<file path="config.mk">
export PLATFORM = sky130hd
export DESIGN_NAME = systolic_mm_core
export DESIGN_NICKNAME = d
export VERILOG_FILES = /design/src/rtl/systolic_mm_core.sv
export SDC_FILE = /design/constraint.sdc
export NUM_CORES = 2
export LEC_CHECK = 0
export CORE_ASPECT_RATIO = 0.6
export CORE_MARGIN = 2
export CORE_UTILIZATION = 45
export DETAILED_ROUTE_END_ITERATION = 12
export SLEW_MARGIN = 20
export SYNTH_ARGS = -nofsm -noshare
export SYNTH_HDL_FRONTEND = slang
export SYNTH_SLANG_ARGS = --single-unit
</file>
<file path="constraint.sdc">
create_clock -name clk -period 39.2 [get_ports clk]
set_input_delay 7.84 -clock clk [delete_from_list [all_inputs] [get_ports clk]]
set_output_delay 7.84 -clock clk [all_outputs]
set_load 0.005 [all_outputs]
</file>
<file path="src/rtl/systolic_mm_core.sv">
// N x N output-stationary systolic matrix-multiply core (C = A x B) with internal
// input skewing, valid/ready beat intake, start/busy/done control and row readout.
module systolic_mm_core #(
  parameter int N      = 4,
  parameter int DW     = 8,
  parameter int KMAX   = 16,
  parameter int KW     = 5,
  parameter int AW     = 2*DW+$clog2(KMAX),
  parameter bit SIGNED = 1'b0
) (
  input  logic                 clk,
  input  logic                 rst,
  input  logic                 start,
  input  logic [KW-1:0]        k_len,
  input  logic                 in_valid,
  output logic                 in_ready,
  input  logic [N*DW-1:0]      a_col,
  input  logic [N*DW-1:0]      b_row,
  output logic                 busy,
  output logic                 done,
  input  logic [$clog2(N)-1:0] rd_row,
  output logic [N*AW-1:0]      rd_data
);
  // state | meaning
  // IDLE  | after reset, waiting for start
  // LOAD  | accepting beats, cnt = beats still expected
  // DRAIN | flushing the skew/PE pipeline, cnt = cycles left
  // DONE  | results final, waiting for start
  typedef enum logic [1:0] {IDLE, LOAD, DRAIN, DONE} state_t;

  localparam int CW = (KW > $clog2(2*N)) ? KW : $clog2(2*N);
  localparam logic [CW-1:0] DRAIN_CNT = CW'(2*N-1);

  state_t        state, state_n;
  logic [CW-1:0] cnt, cnt_n;
  logic          done_q, done_n;
  logic [KW-1:0] k_eff;
  logic          accept, clr;

  assign k_eff    = (k_len > KW'(KMAX)) ? KW'(KMAX) : k_len;
  assign in_ready = (state == LOAD);
  assign busy     = (state == LOAD) || (state == DRAIN);
  assign done     = done_q;
  assign accept   = (state == LOAD) && in_valid;
  assign clr      = start && ((state == IDLE) || (state == DONE));

  always_ff @(posedge clk or posedge rst) begin
    if (rst) begin
      state  <= IDLE;
      cnt    <= '0;
      done_q <= 1'b0;
    end else begin
      state  <= state_n;
      cnt    <= cnt_n;
      done_q <= done_n;
    end
  end

  always_comb begin
    state_n = state;
    cnt_n   = cnt;
    done_n  = 1'b0;
    case (state)
      IDLE, DONE: begin
        if (start) begin
          if (k_eff == '0) begin
            state_n = DRAIN;
            cnt_n   = DRAIN_CNT;
          end else begin
            state_n = LOAD;
            cnt_n   = CW'(k_eff);
          end
        end
      end
      LOAD: begin
        if (in_valid) begin
          if (cnt == CW'(1)) begin
            state_n = DRAIN;
            cnt_n   = DRAIN_CNT;
          end else begin
            cnt_n = cnt - CW'(1);
          end
        end
      end
      DRAIN: begin
        if (cnt == '0) begin
          state_n = DONE;
          done_n  = 1'b1;
        end else begin
          cnt_n = cnt - CW'(1);
        end
      end
      default: state_n = IDLE;
    endcase
  end

  logic [DW-1:0] a_in [N];
  logic [DW-1:0] b_in [N];
  logic [DW-1:0] a_ent [N];
  logic [DW-1:0] b_ent [N];
  logic [DW-1:0] a_sk [N][N];
  logic [DW-1:0] b_sk [N][N];
  logic [DW-1:0] a_sk_d [N][N];
  logic [DW-1:0] b_sk_d [N][N];
  logic [DW-1:0] a_pe [N][N];
  logic [DW-1:0] b_pe [N][N];
  logic [DW-1:0] a_left [N][N];
  logic [DW-1:0] b_top [N][N];
  logic [AW-1:0] acc [N][N];
  logic [AW-1:0] prod_ext [N][N];

  // Idle cycles inject zeros so bubbles contribute nothing to the sums.
  always_comb begin
    for (int i = 0; i < N; i++) begin
      a_in[i] = accept ? a_col[i*DW +: DW] : '0;
      b_in[i] = accept ? b_row[i*DW +: DW] : '0;
    end
  end

  for (genvar i = 0; i < N; i++) begin : g_lane
    for (genvar d = 0; d < N; d++) begin : g_sk
      if (d == 0) begin : g_first
        assign a_sk_d[i][d] = a_in[i];
        assign b_sk_d[i][d] = b_in[i];
      end else begin : g_chain
        assign a_sk_d[i][d] = a_sk[i][d-1];
        assign b_sk_d[i][d] = b_sk[i][d-1];
      end
    end
    if (i == 0) begin : g_direct
      assign a_ent[i] = a_in[i];
      assign b_ent[i] = b_in[i];
    end else begin : g_delayed
      assign a_ent[i] = a_sk[i][i-1];
      assign b_ent[i] = b_sk[i][i-1];
    end
  end

  for (genvar i = 0; i < N; i++) begin : g_row
    for (genvar j = 0; j < N; j++) begin : g_col
      logic [2*DW-1:0] p;
      logic            sa, sb;
      if (j == 0) begin : g_aw
        assign a_left[i][j] = a_ent[i];
      end else begin : g_ap
        assign a_left[i][j] = a_pe[i][j-1];
      end
      if (i == 0) begin : g_bn
        assign b_top[i][j] = b_ent[j];
      end else begin : g_bp
        assign b_top[i][j] = b_pe[i-1][j];
      end
      // Low 2*DW bits of the extended product equal the signed or unsigned product.
      assign sa = SIGNED & a_pe[i][j][DW-1];
      assign sb = SIGNED & b_pe[i][j][DW-1];
      assign p  = {{DW{sa}}, a_pe[i][j]} * {{DW{sb}}, b_pe[i][j]};
      assign prod_ext[i][j] = {{(AW-2*DW){SIGNED & p[2*DW-1]}}, p};
    end
  end

  always_ff @(posedge clk or posedge rst) begin
    if (rst) begin
      for (int i = 0; i < N; i++) begin
        for (int j = 0; j < N; j++) begin
          a_sk[i][j] <= '0;
          b_sk[i][j] <= '0;
          a_pe[i][j] <= '0;
          b_pe[i][j] <= '0;
          acc[i][j]  <= '0;
        end
      end
    end else begin
      for (int i = 0; i < N; i++) begin
        for (int j = 0; j < N; j++) begin
          a_sk[i][j] <= a_sk_d[i][j];
          b_sk[i][j] <= b_sk_d[i][j];
          a_pe[i][j] <= a_left[i][j];
          b_pe[i][j] <= b_top[i][j];
          acc[i][j]  <= clr ? '0 : acc[i][j] + prod_ext[i][j];
        end
      end
    end
  end

  always_comb begin
    rd_data = '0;
    for (int j = 0; j < N; j++) rd_data[j*AW +: AW] = acc[rd_row][j];
  end
endmodule

</file>
==> impl_metrics.toml <==
[status]
outcome = "complete, no violations"

[power_and_ir_drop]
powerDensity_nw_per_um2 = 44.3
p_int_mw = 1.80
max-vdd-ir-drop_mv = 0.0418
netSwitchingPower_mw = 1.33
clkPwrFrac_pct = 25.5
combPwrFrac_pct = 36.7
p_seq_share_pct = 37.8
p_leak_nw = 38.4
switching_share_pct = 42.5

[floorplan]
num_rows = 107
die_h_um = 297
start_util_pct = 45.3
io_pins = 158
die-area_sq_um = 146000
die_w_um = 492
core_region_area_sq_um = 142000

[yosys]
synth_edf_count = 0
ys_seq_area_share_pct = 26.5
yosys_warnings = 0
synth_nets = 8093
ys_ff_latch = 680
ys.flop_type = "dfrtp_1"
synthDistinctLibCells = 74
syn_area_sq_um = 64300
async_flop_share_pct = 100
syn-mean-instance-area_sq_um = 9.80
synth_cells = 6558

[route]
wl_mm = 176
drtAntennaViolNets = 0
met2_length_mm = 70.4
post_drt_via_cell_ratio = 5.14
wl_per_cell_um = 20.3
wl_met3_mm = 13.5
top_layer_used = "met5"
drcViolationCount = 0
drt_iter0_drc = 3250
via_count = 44500
first_pass_iters = 5
drt-met1-wl_mm = 88.5

[worst_setup_path]
cp.arrival_ns = 10.25
r2r_cells = 16
path_buf_inv = 3
critPathTopFamily = "buffers and inverters"
cpPeakStageDelay_ns = 0.75
path_cells = "buf_6 -> buf_4 -> mux4_2 -> clkdlybuf4s50_1"
cp_slowest_cell = "buf_4"
cp-start-kind = "primary input"
r2r_end = "acc[239]$_DFF_PP0_"
critPathKind = "primary input to output port"
crit_fanout = 45
required_ns = 31.36
reg2reg_slack_ns = 33.79
r2r_start = "a_left[86]$_DFF_PP0_"
cp-end-kind = "output port"

[clocking]
cts.sinks = 680
clk_latency_ns = 0.71
cts_setup_buffers = 0
root_buffer = "clkbuf_16"
path_clk_slew_ns = 0.07
htree_levels = 3
cts_tree = "done"
postCtsHoldBufs = 0
cts_max_path_buffers = 3
ctsResizeCount = 0
cts_inserted_buffers = 78

[sta]
fin_setup_tns_ns = 0
max_freq_ghz = 0.0553
grt_setup_unrepaired = "no"
final.setup.worst_slack_ns = 21.11
hold_violations = 0
tightest_slew_ns = 1.02
fin_skew_ns = 0.0305
fin_crit_ns = 18.09
fin_crit_sh_pct = 46.2
max_slew_margin_pct = 32.3
drv_slew = 0
finalSetupViolCount = 0

[global_routing]
antenna_found_initial = 25
grt.overflow.total = 0
grt_max_degree = 158
track_usage_pct = 24.8
grt_pass1_vias = 45100
grt_pass1_wl_mm = 277

[place]
place.gp.congestion = 0.915
io_buffers = 157
dp_hpwl_mm = 141
pre_cts_slack_ns = 21.02

[hold_path]
hold_path_end = "b_sk[19]$_DFF_PP0_"
whs_path_depth = 0
hold_path_class = "flip-flop to flip-flop"
hp-start = "b_sk[27]$_DFF_PP0_"

[cells_and_area]
fin_nets = 8213
layout-drive-gt1-share_pct = 3.71
syn2layout_area_growth_pct = 9.85

[job]
max_cap_violations = 0
## registers in the layout, indices dropped and copies added, names as in the netlist
| register | cells |
|---|---|
| done | 1 |
| a_ent | 24 |
| state | 2 |
| a_pe | 32 |
| a_left | 96 |
| b_pe | 128 |
| b_ent | 24 |
| cnt | 5 |
| a_sk | 24 |
| acc | 320 |
| b_sk | 24 |
## logic make-up after synthesis
logic type / after synthesis / share of synthesized area [%]
AOI/OAI and AO/OA: 648 / 6.54
adders and majority gates: 1460 / 37.8
DFF: 680 / 26.5
buffers and inverters: 1758 / 10.3
muxes: 90 / 2.96
and+or+nand+nor: 1736 / 13.4
xor gates and xnor gates: 186 / 2.53
## layer usage
layer,up-vias,track usage [%]
li1,20400,-
met1,22700,39.8
met2,1242,34.1
met3,163,5.64
met4,2,4.30
met5,-,0
## cells in the mapped netlist (5+ instances only)
| library cell | n | share of area (%) |
|---|---|---|
| dfrtp_1 | 680 | 26 |
| and2_1 | 600 | 5.8 |
| nor2_1 | 275 | 1.6 |
| buf_2 | 11 | 0.086 |
| clkbuf_1 | 115 | 0.67 |
| a211oi_1 | 45 | 0.53 |
| and3_1 | 77 | 0.75 |
| a21o_1 | 100 | 1.2 |
| nand4_1 | 16 | 0.16 |
| o21ai_0 | 130 | 1.0 |
| nand3_1 | 42 | 0.33 |
| fa_1 | 800 | 25 |
| inv_1 | 1628 | 9.5 |
| ha_1 | 660 | 13 |
| xor2_1 | 84 | 1.1 |
| xnor2_1 | 102 | 1.4 |
| mux4_2 | 80 | 2.8 |
| o31ai_1 | 14 | 0.16 |
| nand2_1 | 601 | 3.5 |
| nand2b_1 | 20 | 0.19 |
| o21bai_1 | 45 | 0.53 |
| o31a_1 | 5 | 0.068 |
| nor2b_1 | 24 | 0.23 |
| nor3b_1 | 7 | 0.082 |
| o41ai_1 | 6 | 0.082 |
| o21a_1 | 33 | 0.39 |
| a31oi_1 | 37 | 0.36 |
| o22ai_1 | 6 | 0.058 |
| a21oi_1 | 159 | 1.2 |
| mux2i_1 | 8 | 0.12 |
| or3_1 | 15 | 0.15 |
| nor3_1 | 35 | 0.27 |
| o211ai_1 | 19 | 0.22 |
## metrics by stage
| stage | area, sq um | hold slack [ns] | instances | total power [mW] | utilization (%) |
|---|---|---|---|---|---|
| floorplan | 64300 | 0.331 | 6558 | 1.84 | - |
| global placement | 67900 | 0.332 | 8505 | 2.31 | 47.8 |
| detailed placement | 67900 | 0.335 | 8505 | 2.34 | 47.8 |
| CTS | 70600 | 0.338 | 8647 | 3.15 | 49.7 |
| global route | 70600 | 0.350 | 8647 | 3.38 | 49.7 |
| finish | 70600 | 0.340 | 8652 | 3.13 | 49.8 |
## layout by cell type (no fill, tap or decap), drive strengths merged, types with 84 or more instances in the layout
cell type	n
dfrtp	680
inv	1632
xor2	84
a21o	100
a21oi	159
xnor2	102
fa	800
and2	600
clkdlybuf4s50	154
nor2	275
o21ai	132
clkbuf	105
nand2	601
ha	660
## how the worst max path moves through the flow
stage	start	end	cells past startpoint
2_1_floorplan	rst	a_ent[0]$_DFF_PP0_	1
3_3_place_gp	rd_row[0]	rd_data[53]	4
3_5_place_dp	rd_row[0]	rd_data[55]	4
4_1_cts	rd_row[0]	rd_data[55]	4
5_1_grt	rd_row[0]	rd_data[23]	4
6_report	rd_row[0]	rd_data[2]	4
## layout make-up
class | instances | area, sq um
fillers | 13300 | 71300
clock buffers | 105 | 2240
multi-input cells | 4120 | 40700
repair buffers | 170 | 1690
inverters | 1628 | 6120
diodes | 5 | 12.5
clock inverters | 37 | 473
flip-flops and latches | 680 | 17000
well taps | 1907 | 2390
## power groups by stage
stage | Combinational, mW | Sequential [mW] | Clock, mW
floorplan | 0.878 | 0.962 | 0
global placement | 1.11 | 1.20 | 0
detailed placement | 1.15 | 1.19 | 0
CTS | 1.16 | 1.18 | 0.813
global route | 1.33 | 1.20 | 0.841
finish | 1.15 | 1.18 | 0.798
Note: power is estimated with default switching activity, not from simulation.
